### src/rtl/lsu_dcache_port_if.sv
// Handshake bundle between the pipeline, the load/store port and the data cache.
// slave is the load/store port's view; master is the view of whatever surrounds it.
interface lsu_dcache_port_if;
  logic        req_valid;
  logic        req_ready;
  logic        req_we;
  logic [3:0]  req_type;
  logic        req_signed;
  logic [31:0] req_addr;
  logic [31:0] req_wdata;
  logic [4:0]  req_rd;
  logic        flush;

  logic        dc_valid;
  logic        dc_ready;
  logic        dc_we;
  logic [3:0]  dc_type;
  logic [31:0] dc_addr;
  logic [31:0] dc_wdata;
  logic        dc_resp_valid;
  logic [31:0] dc_rdata;
  logic [6:0]  dc_exception;

  logic        wb_valid;
  logic        wb_ready;
  logic [4:0]  wb_rd;
  logic [31:0] wb_data;
  logic [6:0]  wb_exception;
  logic [31:0] wb_badv;

  modport slave (
    input  req_valid, req_we, req_type, req_signed, req_addr, req_wdata, req_rd, flush,
    output req_ready,
    output dc_valid, dc_we, dc_type, dc_addr, dc_wdata,
    input  dc_ready, dc_resp_valid, dc_rdata, dc_exception,
    output wb_valid, wb_rd, wb_data, wb_exception, wb_badv,
    input  wb_ready
  );

  modport master (
    output req_valid, req_we, req_type, req_signed, req_addr, req_wdata, req_rd, flush,
    input  req_ready,
    input  dc_valid, dc_we, dc_type, dc_addr, dc_wdata,
    output dc_ready, dc_resp_valid, dc_rdata, dc_exception,
    input  wb_valid, wb_rd, wb_data, wb_exception, wb_badv,
    output wb_ready
  );
endinterface

### src/rtl/lsu_dcache_port.sv
// Single-outstanding load/store port: issues one op to the dcache, aligns/extends the reply
// and holds one writeback record. Define LSU_ALE_PRECHECK_EN to trap misaligned ops locally.
//
// state | meaning
// IDLE  | ready for a new request
// REQ   | dcache request presented, waiting for dc_ready
// WAIT  | request accepted, waiting for the dcache response
// DONE  | writeback record presented, waiting for wb_ready
// DRAIN | op was flushed after acceptance, swallowing its response
module lsu_dcache_port #(
  parameter logic [6:0] EXP_ALE = 7'h09
) (
  input logic             clk,
  input logic             rst,
  lsu_dcache_port_if.slave io
);

  localparam logic [3:0] BYTE = 4'b0001;
  localparam logic [3:0] HALF = 4'b0011;
  localparam logic [3:0] WORD = 4'b1111;

  typedef enum logic [2:0] {
    S_IDLE,
    S_REQ,
    S_WAIT,
    S_DONE,
    S_DRAIN
  } state_t;

  state_t      r_state;
  logic        r_req_ready;
  logic        r_dc_valid;
  logic        r_wb_valid;

  logic        r_we;
  logic [3:0]  r_type;
  logic        r_signed;
  logic [31:0] r_addr;
  logic [31:0] r_wdata;
  logic [4:0]  r_rd;

  logic [4:0]  r_wb_rd;
  logic [31:0] r_wb_data;
  logic [6:0]  r_wb_exception;
  logic [31:0] r_wb_badv;

  logic [7:0]  w_byte;
  logic [15:0] w_half;
  logic [31:0] w_load;
  logic        w_ale;

  always_comb begin
    w_byte = 8'h00;
    case (r_addr[1:0])
      2'd0:    w_byte = io.dc_rdata[7:0];
      2'd1:    w_byte = io.dc_rdata[15:8];
      2'd2:    w_byte = io.dc_rdata[23:16];
      default: w_byte = io.dc_rdata[31:24];
    endcase
    w_half = r_addr[1] ? io.dc_rdata[31:16] : io.dc_rdata[15:0];
    case (r_type)
      BYTE:    w_load = {{24{r_signed & w_byte[7]}}, w_byte};
      HALF:    w_load = {{16{r_signed & w_half[15]}}, w_half};
      WORD:    w_load = io.dc_rdata;
      default: w_load = io.dc_rdata;
    endcase
  end

`ifdef LSU_ALE_PRECHECK_EN
  assign w_ale = ((io.req_type == WORD) && (io.req_addr[1:0] != 2'b00)) ||
                 ((io.req_type == HALF) && io.req_addr[0]);
`else
  assign w_ale = 1'b0;
`endif

  always_ff @(posedge clk) begin
    if (rst) begin
      r_state        <= S_IDLE;
      r_req_ready    <= 1'b1;
      r_dc_valid     <= 1'b0;
      r_wb_valid     <= 1'b0;
      r_we           <= 1'b0;
      r_type         <= 4'h0;
      r_signed       <= 1'b0;
      r_addr         <= 32'h0;
      r_wdata        <= 32'h0;
      r_rd           <= 5'h0;
      r_wb_rd        <= 5'h0;
      r_wb_data      <= 32'h0;
      r_wb_exception <= 7'h0;
      r_wb_badv      <= 32'h0;
    end else begin
      case (r_state)
        S_IDLE: begin
          if (io.req_valid && !io.flush) begin
            r_we        <= io.req_we;
            r_type      <= io.req_type;
            r_signed    <= io.req_signed;
            r_addr      <= io.req_addr;
            r_wdata     <= io.req_wdata;
            r_rd        <= io.req_rd;
            r_req_ready <= 1'b0;
            if (w_ale) begin
              // Misaligned op never reaches the dcache; report it directly.
              r_wb_rd        <= io.req_we ? 5'h0 : io.req_rd;
              r_wb_data      <= 32'h0;
              r_wb_exception <= EXP_ALE;
              r_wb_badv      <= io.req_addr;
              r_wb_valid     <= 1'b1;
              r_state        <= S_DONE;
            end else begin
              r_dc_valid <= 1'b1;
              r_state    <= S_REQ;
            end
          end
        end
        S_REQ: begin
          if (io.flush) begin
            r_dc_valid  <= 1'b0;
            r_req_ready <= 1'b1;
            r_state     <= S_IDLE;
          end else if (io.dc_ready) begin
            r_dc_valid <= 1'b0;
            r_state    <= S_WAIT;
          end
        end
        S_WAIT: begin
          if (io.flush) begin
            if (io.dc_resp_valid) begin
              r_req_ready <= 1'b1;
              r_state     <= S_IDLE;
            end else begin
              r_state <= S_DRAIN;
            end
          end else if (io.dc_resp_valid) begin
            r_wb_rd        <= r_we ? 5'h0 : r_rd;
            r_wb_exception <= io.dc_exception;
            if (io.dc_exception != 7'h0) begin
              r_wb_data <= 32'h0;
              r_wb_badv <= r_addr;
            end else begin
              r_wb_data <= r_we ? 32'h0 : w_load;
              r_wb_badv <= 32'h0;
            end
            r_wb_valid <= 1'b1;
            r_state    <= S_DONE;
          end
        end
        S_DONE: begin
          if (io.flush || io.wb_ready) begin
            r_wb_valid  <= 1'b0;
            r_req_ready <= 1'b1;
            r_state     <= S_IDLE;
          end
        end
        S_DRAIN: begin
          if (io.dc_resp_valid) begin
            r_req_ready <= 1'b1;
            r_state     <= S_IDLE;
          end
        end
        default: begin
          r_dc_valid  <= 1'b0;
          r_wb_valid  <= 1'b0;
          r_req_ready <= 1'b1;
          r_state     <= S_IDLE;
        end
      endcase
    end
  end

  // A flush withdraws the dcache request in the same cycle so no handshake can complete.
  assign io.req_ready    = r_req_ready;
  assign io.dc_valid     = r_dc_valid & ~io.flush;
  assign io.dc_we        = r_we;
  assign io.dc_type      = r_type;
  assign io.dc_addr      = r_addr;
  assign io.dc_wdata     = r_wdata;
  assign io.wb_valid     = r_wb_valid;
  assign io.wb_rd        = r_wb_rd;
  assign io.wb_data      = r_wb_data;
  assign io.wb_exception = r_wb_exception;
  assign io.wb_badv      = r_wb_badv;

endmodule

### src/flat_wrapper.sv
// flat-port wrapper written by rule: the top's interface ports become plain ports
module lsu_dcache_port_flat 
#(
  parameter logic [6:0] EXP_ALE = 7'h09
)
  (clk, rst, io_req_valid, io_req_we, io_req_type, io_req_signed, io_req_addr, io_req_wdata, io_req_rd, io_flush, io_req_ready, io_dc_valid, io_dc_we, io_dc_type, io_dc_addr, io_dc_wdata, io_dc_ready, io_dc_resp_valid, io_dc_rdata, io_dc_exception, io_wb_valid, io_wb_rd, io_wb_data, io_wb_exception, io_wb_badv, io_wb_ready);
  lsu_dcache_port_if io_i ();
  input logic clk;
  input logic rst;
  input wire logic [$bits(io_i.req_valid)-1:0] io_req_valid;
  input wire logic [$bits(io_i.req_we)-1:0] io_req_we;
  input wire logic [$bits(io_i.req_type)-1:0] io_req_type;
  input wire logic [$bits(io_i.req_signed)-1:0] io_req_signed;
  input wire logic [$bits(io_i.req_addr)-1:0] io_req_addr;
  input wire logic [$bits(io_i.req_wdata)-1:0] io_req_wdata;
  input wire logic [$bits(io_i.req_rd)-1:0] io_req_rd;
  input wire logic [$bits(io_i.flush)-1:0] io_flush;
  output wire logic [$bits(io_i.req_ready)-1:0] io_req_ready;
  output wire logic [$bits(io_i.dc_valid)-1:0] io_dc_valid;
  output wire logic [$bits(io_i.dc_we)-1:0] io_dc_we;
  output wire logic [$bits(io_i.dc_type)-1:0] io_dc_type;
  output wire logic [$bits(io_i.dc_addr)-1:0] io_dc_addr;
  output wire logic [$bits(io_i.dc_wdata)-1:0] io_dc_wdata;
  input wire logic [$bits(io_i.dc_ready)-1:0] io_dc_ready;
  input wire logic [$bits(io_i.dc_resp_valid)-1:0] io_dc_resp_valid;
  input wire logic [$bits(io_i.dc_rdata)-1:0] io_dc_rdata;
  input wire logic [$bits(io_i.dc_exception)-1:0] io_dc_exception;
  output wire logic [$bits(io_i.wb_valid)-1:0] io_wb_valid;
  output wire logic [$bits(io_i.wb_rd)-1:0] io_wb_rd;
  output wire logic [$bits(io_i.wb_data)-1:0] io_wb_data;
  output wire logic [$bits(io_i.wb_exception)-1:0] io_wb_exception;
  output wire logic [$bits(io_i.wb_badv)-1:0] io_wb_badv;
  input wire logic [$bits(io_i.wb_ready)-1:0] io_wb_ready;
  assign io_i.req_valid = io_req_valid;
  assign io_i.req_we = io_req_we;
  assign io_i.req_type = io_req_type;
  assign io_i.req_signed = io_req_signed;
  assign io_i.req_addr = io_req_addr;
  assign io_i.req_wdata = io_req_wdata;
  assign io_i.req_rd = io_req_rd;
  assign io_i.flush = io_flush;
  assign io_req_ready = io_i.req_ready;
  assign io_dc_valid = io_i.dc_valid;
  assign io_dc_we = io_i.dc_we;
  assign io_dc_type = io_i.dc_type;
  assign io_dc_addr = io_i.dc_addr;
  assign io_dc_wdata = io_i.dc_wdata;
  assign io_i.dc_ready = io_dc_ready;
  assign io_i.dc_resp_valid = io_dc_resp_valid;
  assign io_i.dc_rdata = io_dc_rdata;
  assign io_i.dc_exception = io_dc_exception;
  assign io_wb_valid = io_i.wb_valid;
  assign io_wb_rd = io_i.wb_rd;
  assign io_wb_data = io_i.wb_data;
  assign io_wb_exception = io_i.wb_exception;
  assign io_wb_badv = io_i.wb_badv;
  assign io_i.wb_ready = io_wb_ready;
  lsu_dcache_port #(.EXP_ALE(EXP_ALE)) u_core (.clk(clk), .rst(rst), .io(io_i));
endmodule
### config.mk
export PLATFORM = sky130hd
export DESIGN_NAME = lsu_dcache_port_flat
export DESIGN_NICKNAME = d
export VERILOG_FILES = /design/src/rtl/lsu_dcache_port_if.sv /design/src/rtl/lsu_dcache_port.sv /design/src/flat_wrapper.sv
export SDC_FILE = /design/constraint.sdc
export NUM_CORES = 1
export LEC_CHECK = 0
export BUFFER_PORTS_ARGS = -buffer_cell sky130_fd_sc_hd__buf_2
export CAP_MARGIN = 10
export CORE_MARGIN = 2
export CORE_UTILIZATION = 40
export CTS_CLUSTER_DIAMETER = 40
export CTS_CLUSTER_SIZE = 25
export DETAILED_ROUTE_END_ITERATION = 6
export PLACE_DENSITY_LB_ADDON = 0.1
export SETUP_SLACK_MARGIN = 0.2
export SYNTH_ARGS = -nofsm -noshare
export SYNTH_HDL_FRONTEND = slang
export SYNTH_SLANG_ARGS = --single-unit
### constraint.sdc
create_clock -name clk -period 3.1 [get_ports clk]
set_input_delay 0.93 -clock clk [delete_from_list [all_inputs] [get_ports clk]]
set_output_delay 0.93 -clock clk [all_outputs]
set_load 0.02 [all_outputs]
======== Word level (Yosys, flattened, before mapping) ========
Cells that the tools add are included.
storage, ports and cells
  bits in registers ....................... 157
  bits of input ports ..................... 121
  output and inout port bits .............. 148
  logic and storage cells ................. 81
operators by class
  eq/ne operators ......................... 17
  multiplexer cells ....................... 30
  bitwise logic cells ..................... 6
  reduce and logical (&&, ||, !) cells .... 14
operators with widths
  operator            number
  $mux 32             3
  $pmux 32 s2         1
  $mux 3              8
  $pmux 8 s3          1
  $mux 16             1
  $pmux 3 s5          1
  $mux 1              11
  $ne 2x2->1 const B  5
  $reduce_and 4->1    2
  $reduce_bool 7->1   1
  $eq 3x2->1 const B  2
  $ne 3x3->1 const B  2
  $pmux 1 s3          2
  $reduce_and 3->1    2
  $reduce_or 3->1     2
  $mux 5              1
  $pmux 1 s5          1
  $reduce_and 5->1    1
  $eq 4x1->1 const B  1
  $eq 4x2->1 const B  1
  $ne 2x1->1 const B  2
  $and 1x1->1         3
  $eq 3x1->1 const B  1
  $eq 3x3->1 const B  1
  other kinds (9)     11

======== Logic depth before layout (Yosys ltp) ========
  word-level depth ........................ 6
  mapped depth ............................ 7
  mapped depth without buffers ............ 4

======== Worst setup path before layout ========
OpenSTA, ideal clock, no wires.
  kind .................................... input to output
  start ................................... input io_flush
  end ..................................... output io_dc_valid
  arrival time ............................ 1395 ps
  data required time ...................... 2170 ps
  path slack .............................. 775 ps
  stages .................................. 2
  buffers on the path ..................... 1
  path through ............................ buf_2 -> nor2b_1
between the ends
  cells in the longest elaborated chain, start to end .. 2
RTL lines
  what                        RTL line                RTL
  start, declared             flat_wrapper.sv:17      input wire logic [$bits(io_i.flush)-1:0] io_flush;
  $not 1->1 (no source line)  -
  $and 1x1->1                 lsu_dcache_port.sv:174  assign io.dc_valid = r_dc_valid & ~io.flush;
  end, declared               flat_wrapper.sv:19      output wire logic [$bits(io_i.dc_valid)-1:0] io_dc_valid;
Every way passes these cells.

======== Worst setup path after layout ========
Ends and elaborated chain as after synthesis.

==> results.ini <==
[cts]
cts-hold-fix-buffers=0
clkSinkCount=157
h-tree-depth=4
root_buffer=clkbuf_16
cts-buffers-inserted=17
clk_latency_ps=410
cts_resized=0
cts_tree=built
clockBufferDepth=2
post_cts_buffers=0
clk_pin_slew_worst_paths_ps=60

[floorplanning]
die_h_um=128
ios=269
start_util_pct=40.8
rows=45
dieArea_um2=16400
die_width_um=128
core_um2=15100

[synth]
synth_top_cell_by_area=dfxtp_1
synth.area.top_cells=dfxtp_1 51%, nand2_1 12%, a21oi_1 7.5%
synth_area_um2=6150
synthXorXnorAreaFrac_pct=0
syn_nets=845
synthSimpleGateAreaFrac_pct=21.2
synth_edf_count=0
yosysMostFrequentCell=nand2_1
netlist_instances=724
synth_seq_area_share_pct=51.1
yosys_most_used_dff=dfxtp_1
synth.top_cell.area_share_pct=51.1
synth_common_cells=193 x nand2_1, 157 x dfxtp_1, 92 x a21oi_1
ys_warn_count=0
avgSynthCellArea_um2=8.50
async_reset_ff_share_pct=0
synth_cell_types=48
synth-compound-area-share_pct=20.6
synth.ff_latch_count=157
synthAdderAreaFrac_pct=0
synth_top_family_by_area=simple AND/OR/NAND/NOR gates
synthMuxAreaShare_pct=2.48

[worst_setup_path]
reg2reg_depth=4
cp-endpoint=io_dc_valid
end_kind=primary output
worstPathRequired_ps=2170
crit_path_start_kind=primary input
path_class=primary input to primary output
worstReg2RegEnd=u_core.io.wb_data[12]
r2r-start=u_core.io.dc_type[1]
reg2reg_slack_ps=980
arrival_ps=1430
cp-startpoint=io_flush
path_max_fanout=14

[drt]
drt-total-wl_um=18000
drt_iter0_drc=378
avgViaCountPerCell=5.02
wl_per_cell_um=15.4
first_pass_iters=4
vias=5877
ant_nets=0
drc_errors=0

[sta]
finalSetupTns_ps=0
tightest_slew_ps=743
period_share_pct=76.2
slew_headroom_pct=50.4
holdWs_ps=446
finalHoldViolCount=0
rsz0062_at_grt=false
setup_viol=0
drv_slew=0
finalClockSkew_ps=6.88
fmax_ghz=0.424
min_period_ps=2360

[pwr]
power.leakage_nw=3.72
ir_drop_v=0.000433
cellPowerDensity_nw_per_um2=575

[final_layout]
nFillCells=1508
nets=1089
stdcell_area_um2=8220
area_growth_syn_to_layout_pct=33.7
final_core_util_pct=54.5
drive_gt1_share_pct=34.6

[placed_design]
place_congestion=0.788
dpl-instance-area_um2=7620
portBuffers=268
dp_hpwl_um=12300

[grt]
grt_pass1_wl_um=28200
grt_pass1_vias=5450
antenna_found_initial=0
gr-total-overflow=0
grt_usage_pct=21.5
grt_max_degree=71

[hold_path]
hp-class=flip-flop to flip-flop

[run_status]
status=finished clean

[job]
drv_cap=0

## state kept, by name, summed over array words and instances, names as in the netlist
| register | count |
|---|---|
| u_core.r_dc_valid | 1 |
| u_core.io.wb_exception | 7 |
| u_core.r_signed | 1 |
| u_core.io.wb_data | 32 |
| u_core.io.wb_valid | 1 |
| u_core.io.dc_we | 1 |
| u_core.io.req_ready | 1 |
| u_core.io.dc_addr | 32 |
| u_core.r_rd | 5 |
| u_core.io.dc_type | 4 |
| u_core.io.dc_wdata | 32 |
| u_core.io.wb_badv | 32 |
| u_core.r_state | 3 |
| u_core.io.wb_rd | 5 |
## layout make-up
cell class,count,area (um^2),area share [%]
timing repair buffer,282,1490,18.1
antenna,1,2.50,0.0304
clock buffer,18,439,5.34
sequential,157,3140,38.2
tap,188,235,2.86
multi-input combinational,508,2750,33.4
inverter,2,7.51,0.0913
clock inverter,14,160,1.95
## metal layers
layer  share of wire [%]  vias to the layer above  track usage (%)
met1                  45                     2685             28.8
li1                    -                     2986                -
met2                  47                      186             33.8
met5                   0                        -                0
met3                 6.2                       20             6.34
met4                 1.6                        0             6.27
## worst min-delay path by stage
stage / startpoint / endpoint / depth (start not counted)
detailed placement: u_core.io.wb_data[8] / u_core.io.wb_data[8] / 1
global route: u_core.io.wb_rd[3] / u_core.io.wb_rd[3] / 2
floorplan: u_core.r_rd[4] / u_core.r_rd[4] / 2
finish: u_core.io.wb_data[8] / u_core.io.wb_data[8] / 1
global placement: u_core.io.wb_data[8] / u_core.io.wb_data[8] / 1
CTS: u_core.io.wb_data[8] / u_core.io.wb_data[8] / 1
## where the power goes
part / total [W] / switching, W / internal (W)
clock network: 0.00210 / 0.000874 / 0.00122
logic: 0.000504 / 0.000313 / 0.000191
registers: 0.00213 / 0.0000480 / 0.00208
total: 0.00473 / 0.00123 / 0.00349
## cell families (layout without fill, tap and decap cells)
kind of cell           Yosys count  in the layout
other                            0              1
muxes                           14             14
AOI/OAI and AO/OA              192            192
DFF                            157            157
and+or+nand+nor                302            302
buffers and inverters           59            316
## cell usage in the layout (no fill, tap or decap), drive strengths merged, types with 3 or more instances in the layout
| master | n |
|---|---|
| clkbuf | 18 |
| and2 | 3 |
| inv | 6 |
| nor2 | 64 |
| nand3b | 6 |
| a22oi | 32 |
| nor3b | 4 |
| o21ai | 9 |
| nand2b | 4 |
| a31oi | 3 |
| nand2 | 193 |
| a311oi | 7 |
| mux2i | 4 |
| a211oi | 9 |
| buf | 282 |
| a21oi | 92 |
| a221o | 7 |
| o2bb2ai | 16 |
| nor4 | 3 |
| clkinv | 7 |
| nor3 | 3 |
| dfxtp | 157 |
| a21o | 10 |
| nand3 | 12 |
| mux2 | 10 |
## critical path, cell delays in order
cell and delay [ps]:
buf_2 180, nor2b_1 140, buf_2 180
## metrics by stage
step	instances	setup WS (ps)	total power, W
finish	1170	739	0.00473
global route	1169	716	0.00492
detailed placement	1137	590	0.00268
global placement	1137	639	0.00267
CTS	1169	745	0.00477
floorplan	724	775	0.00246
(Power assumes the default switching activity.)
